**src/rtl/if_stage.sv**
```systemverilog
// if_stage: program counter, instruction ROM and IF/ID pipeline register with stall and redirect
module if_stage #(
  parameter int          IMEM_DEPTH = 64,
  parameter logic [63:0] RESET_PC   = 64'h0,
  parameter logic [31:0] NOP_INSTR  = 32'h00000013
) (
  input  logic        Clk,
  input  logic        Reset,
  input  logic        PCWrite,
  input  logic        Jump,
  input  logic [63:0] NewPC,
  output logic [63:0] PCNow,
  output logic [63:0] PCNext4,
  output logic [31:0] IFID_Instruction,
  output logic [63:0] IFID_PC,
  output logic [63:0] IFID_PC4,
  output logic        IFID_Valid,
  output logic        MisalignedFault
);
  localparam int AW = $clog2(IMEM_DEPTH);
  localparam logic [63:0] IMEM_BYTES = 64'(4 * IMEM_DEPTH);
  // Standard image: word i is "addi x1, x0, i", so every fetched word identifies its own slot.
  function automatic logic [31:0] rom_word(input logic [AW-1:0] idx);
    return {12'(idx), 20'h00093};
  endfunction
  logic [31:0] fetched;
  assign PCNext4 = PCNow + 64'd4;
  // Combinational ROM read; addresses past the ROM fetch a NOP.
  always_comb begin
    fetched = (PCNow >= IMEM_BYTES) ? NOP_INSTR : rom_word(PCNow[AW+1:2]);
  end
  // PC and IF/ID update: redirect flushes, PCWrite advances, otherwise hold.
  always_ff @(posedge Clk or posedge Reset) begin
    if (Reset) begin
      PCNow            <= RESET_PC;
      IFID_Instruction <= NOP_INSTR;
      IFID_PC          <= 64'd0;
      IFID_PC4         <= 64'd0;
      IFID_Valid       <= 1'b0;
      MisalignedFault  <= 1'b0;
    end else if (Jump) begin
      PCNow            <= {NewPC[63:2], 2'b00};
      IFID_Instruction <= NOP_INSTR;
      IFID_PC          <= 64'd0;
      IFID_PC4         <= 64'd0;
      IFID_Valid       <= 1'b0;
      MisalignedFault  <= MisalignedFault | (|NewPC[1:0]);
    end else if (PCWrite) begin
      PCNow            <= PCNext4;
      IFID_Instruction <= fetched;
      IFID_PC          <= PCNow;
      IFID_PC4         <= PCNext4;
      IFID_Valid       <= 1'b1;
    end
  end
endmodule

```
**config.mk**
```make
export PLATFORM = sky130hd
export DESIGN_NAME = if_stage
export DESIGN_NICKNAME = d
export VERILOG_FILES = /design/src/rtl/if_stage.sv
export SDC_FILE = /design/constraint.sdc
export NUM_CORES = 1
export LEC_CHECK = 0
export BUFFER_PORTS_ARGS = -buffer_cell sky130_fd_sc_hd__buf_2
export CAP_MARGIN = 0
export CORE_MARGIN = 2
export CORE_UTILIZATION = 35
export CTS_CLUSTER_SIZE = 24
export DETAILED_ROUTE_END_ITERATION = 7
export PLACE_DENSITY_LB_ADDON = 0.1
export SLEW_MARGIN = 10
export SYNTH_ARGS = -nofsm -noshare
export SYNTH_HDL_FRONTEND = slang
export SYNTH_SLANG_ARGS = --single-unit
```
**constraint.sdc**
```tcl
create_clock -name Clk -period 13.37 [get_ports Clk]
set_input_delay 3.3425 -clock Clk [delete_from_list [all_inputs] [get_ports Clk]]
set_output_delay 3.3425 -clock Clk [all_outputs]
set_load 0.01 [all_outputs]
```
-- Word level (Yosys, flattened, before mapping)
Index checks and enable logic that the tools add are counted.
- register bits: 226
- bits in latches: 0
- memory bits (writable): 0
- ROM bits: 0
- bits of input ports: 68
- output and inout port bits: 290
- logic and storage cells: 21
- memories: 0
- add/sub/neg operators: 1
- multipliers: 0
- div/mod/pow operators: 0
- order comparisons: 1
- equality and inequality tests: 0
- shifts and indexed selects: 0
- muxes and demuxes: 10
- bitwise operators: 1
- reductions and logical operators: 2
- operator list (operator ; count):
    two-way mux 64 bit ; 5
    adder 64 x 3 -> 64 bit (second input constant) ; 1
    greater-or-equal comparator 64 x 9 -> 1 bit (second input constant) ; 1
    two-way mux 32 bit ; 2
    two-way mux 26 bit ; 1
    two-way mux 1 bit ; 2
    nonzero test 2 bit ; 1
    OR reduction 2 bit ; 1
    OR 1 bit ; 1

-- Longest topological paths before layout
- depth after elaboration: 4
- depth in mapped cells: 9
- gate-level depth less buffers: 6

-- Least setup slack after synthesis
Ideal clock, no wire load.
- kind: register to output
- start point: reg PCNow[31]
- end point: out PCNext4[62]
- arrival: 2226 ps
- required time: 10028 ps
- slack: 7801 ps
- cell stages (with the launch flop): 8
- path buffers: 2
- cells stage by stage: dfrtp_1 > buf_4 > nand4_4 > or3_4 > or4_1 > buf_2 > or4_4 > nand2_1
- word-level cells in the longest chain between the ends: 1
- RTL lines (element ; RTL line ; RTL):
    start, declared ; 12 ; output logic [63:0] PCNow,
    start signal, assigned ; 42 ; PCNow <= {NewPC[63:2], 2'b00};
    start signal, assigned ; 49 ; PCNow <= PCNext4;
    adder 64 x 3 -> 64 bit ; 27 ; assign PCNext4 = PCNow + 64'd4;
    end, declared ; 13 ; output logic [63:0] PCNext4,
Every way passes these cells.

-- Worst setup path in the final report
- start point: reg PCNow[2]
- end point: out PCNext4[60]
The elaborated chain is that of the path after synthesis.

==> results.txt <==
sequential area share after synthesis: 45.3%
remaining global-route overflow: 0
final design utilization: 42.5%
average wire per cell in the routed design: 21.2 µm
transition at the pin with the smallest max-transition slack: 1030 ps
sort of element at the end of the critical path: output port
Min Clock Period, post-route: 6860 ps
number of unique standard cell types used by synthesis: 53
I/O Buffers: 328
CTS Buffer Depth: 2
dominant register cell in the synthesized netlist: dfrtp_1
chip width: 180 µm
Via density: 5.32
accumulated negative setup slack: 0 ps
Final Setup Violations: 0
worst min-delay path class: reg2reg
count of antenna diodes in the layout: 0
worst hold endpoint: MisalignedFault
Die Ht: 180 µm
Power per Cell Area: 116 nW/µm²
post-synthesis instance total: 1,191
clock latency at the later pin of the worst-skew pair: 460 ps
max-cap violations: 0
worst r2r path cells: 6
register cell area after layout: 4900 µm²
level count of the clock H-tree: 4
required time of the critical path: 10,030 ps
I/O Pins: 358
growth of design area from synthesis to finish: 19.6%
post-synthesis instance area: 10,800 µm²
post-detailed-route count of antenna-violating nets: 0
CP startpoint kind: flip-flop
multi-input logic area: 5220 µm²
Core Region: 30,500 µm²
share of the cycle needed by the critical path after routing: 51.3%
post-detailed-routing wire length: 38,800 µm
hold-fix buffer count after cts: 0
critical path start-end classification: reg2out
number of filler cells placed in the layout: 3,084
die outline area: 32,400 µm²
setup bufs post-CTS: 0
routed via count: 9,740
Placed Cells incl. Taps: 1,800
CTS tree: yes
non-filler cells, final: 1,832
asr flop ratio synth: 100%
violation count after the first detailed-route iteration: 888
cell depth of the worst min-delay path: 1
leakage power figure: 6.20 nW
library cell used as clock root buffer: clkbuf_16
data arrival time at the worst-slack endpoint: 3510 ps
number of buffers created by CTS: 17
most frequent cells in the layout: 326 x buf_2, 196 x dfrtp_1, 175 x nor2_1
global-route wire length before repair: 58,900 µm
layout cell share with drive strength beyond 1: 27.2%
Reg2Reg Setup Slack: 10,170 ps
reg-to-reg startpoint: PCNow[2]
number of antenna violations at the first check in global routing: 2
Worst Path Max Fanout: 11
final clock skew: 17.3 ps
largest net degree at the start of global routing: 127
final hold violations: 0
placer's final routability congestion estimate: 0.889
sum of net half-perimeters after detailed placement: 27,900 µm
synthesized area divided by synthesized cell count: 9.10 µm²
Power, Total: 1.50 mW
# resized after CTS: 0
most common cell after layout, fill and taps aside: buf_2
highest clock rate: 146 MHz
clock input transition at the sequential cells of the worst setup and hold paths: 70 ps
total number of yosys warnings: 0
first drt pass iteration count: 5
overall fraction of global-route tracks in use: 23.6%
worst slew margin relative to its limit: 31.0%
number of flops mapped to enable cells by yosys: 0
Rows: 64
IR Drop Worst-Case VDD: 0.0924 mV
number of clock sinks: 196
Pins Over Slew Limit: 0
synthesized flop and latch total: 196
net count reported at finish: 1,493
effective utilization at floorplan: 35.5%
number of global-route vias before repair: 9,216
Reg2Reg Capture Point: IFID_PC4[60]
residual DRC count: 0
setup repair after global routing missed its margin: false
start point of the worst hold path: MisalignedFault
outcome: completed
[power by group]
part / total, mW / switching [mW] / internal, mW
clock network: 0.522 / 0.252 / 0.270
logic: 0.268 / 0.162 / 0.107
registers: 0.709 / 0.0735 / 0.636
[layer usage]
| metal | wire length (µm) | global-route usage [%] | up-vias |
|---|---|---|---|
| li1 | - | - | 4569 |
| met1 | 17900 | 33.5 | 4731 |
| met2 | 17500 | 35.9 | 398 |
| met3 | 2700 | 5.61 | 38 |
| met4 | 668 | 6.76 | 4 |
| met5 | 24 | 0 | - |
[worst max-delay path, cell delays in order, from the launching register on]
cell and delay [ps]:
dfrtp_1 580, ha_1 300, nand3_1 360, nor3_1 550, nand4_1 430, or4_1 610
nand2_1 90, buf_2 130
[cell type report]
type	instances	area share [%]
clock inverter	13	0.956
multi-input combinational	863	40.3
timing repair buffer	336	13.2
tap	396	3.82
sequential	196	37.9
inverter	9	0.319
clock buffer	19	3.50
[state kept, by name, indices dropped and copies added, names as in the netlist]
signal            flops
MisalignedFault       1
PCNow                62
IFID_PC4             62
IFID_Valid            1
IFID_PC              63
IFID_Instruction      7
[synth_stat cells (3+ instances only)]
library cell	n	share of area, %
dfrtp_1	196	45
nor2_1	175	6.1
nand2_1	101	3.5
clkbuf_1	68	2.4
mux2i_1	64	5.9
o21ai_0	59	2.7
nand4_1	54	3.1
xnor2_1	48	3.9
nand3_1	45	2.1
buf_4	42	2.9
xor2_1	39	3.2
nor4_1	37	2.1
buf_2	32	1.5
o21a_1	27	1.9
nor3_1	22	1.0
or3_1	20	1.2
and4_1	16	1.3
or4_1	15	1.0
a311oi_1	14	1.1
a31oi_1	12	0.69
and3_1	10	0.58
or2_2	10	0.58
and2_1	9	0.52
inv_1	9	0.31
o211a_1	9	0.83
a22o_1	7	0.57
o31ai_1	5	0.35
a21oi_1	4	0.18
nand2b_1	4	0.23
buf_1	3	0.10
clkbuf_2	3	0.14
nor4_2	3	0.35
o211ai_1	3	0.21
[stage by stage]
step / setup slack (ps) / hold WS (ps) / area, µm²
after floorplan: 4690 / 504 / 10900
after global placement: 7180 / 447 / 12400
after detailed placement: 7070 / 448 / 12400
after CTS: 6530 / 471 / 13000
after global routing: 6250 / 501 / 13000
final: 6510 / 469 / 13000
[cells by family (layout without fill, tap and decap cells)]
kind of cell / count (synthesis) / count (layout) / share of synthesized area [%]
other: 2 / 29 / 0.0693
AO/OA/AOI/OAI: 149 / 149 / 9.24
buffers and inverters: 159 / 377 / 7.51
AND/OR/NAND/NOR: 531 / 531 / 24.6
flip-flops: 196 / 196 / 45.3
adder cells (fa/ha/maj): 2 / 2 / 0.231
XOR/XNOR: 87 / 87 / 7.03
multiplexers: 65 / 65 / 6.02
[how the worst max path moves through the flow]
stage,startpoint,to,cells past startpoint
CTS,PCNow[2],PCNext4[60],7
floorplan,Reset,IFID_Instruction[20],1
global placement,PCNow[2],PCNext4[60],7
finish,PCNow[2],PCNext4[60],7
global route,PCNow[2],PCNext4[60],7
detailed placement,PCNow[2],PCNext4[60],7
(Power assumes the default switching activity.)
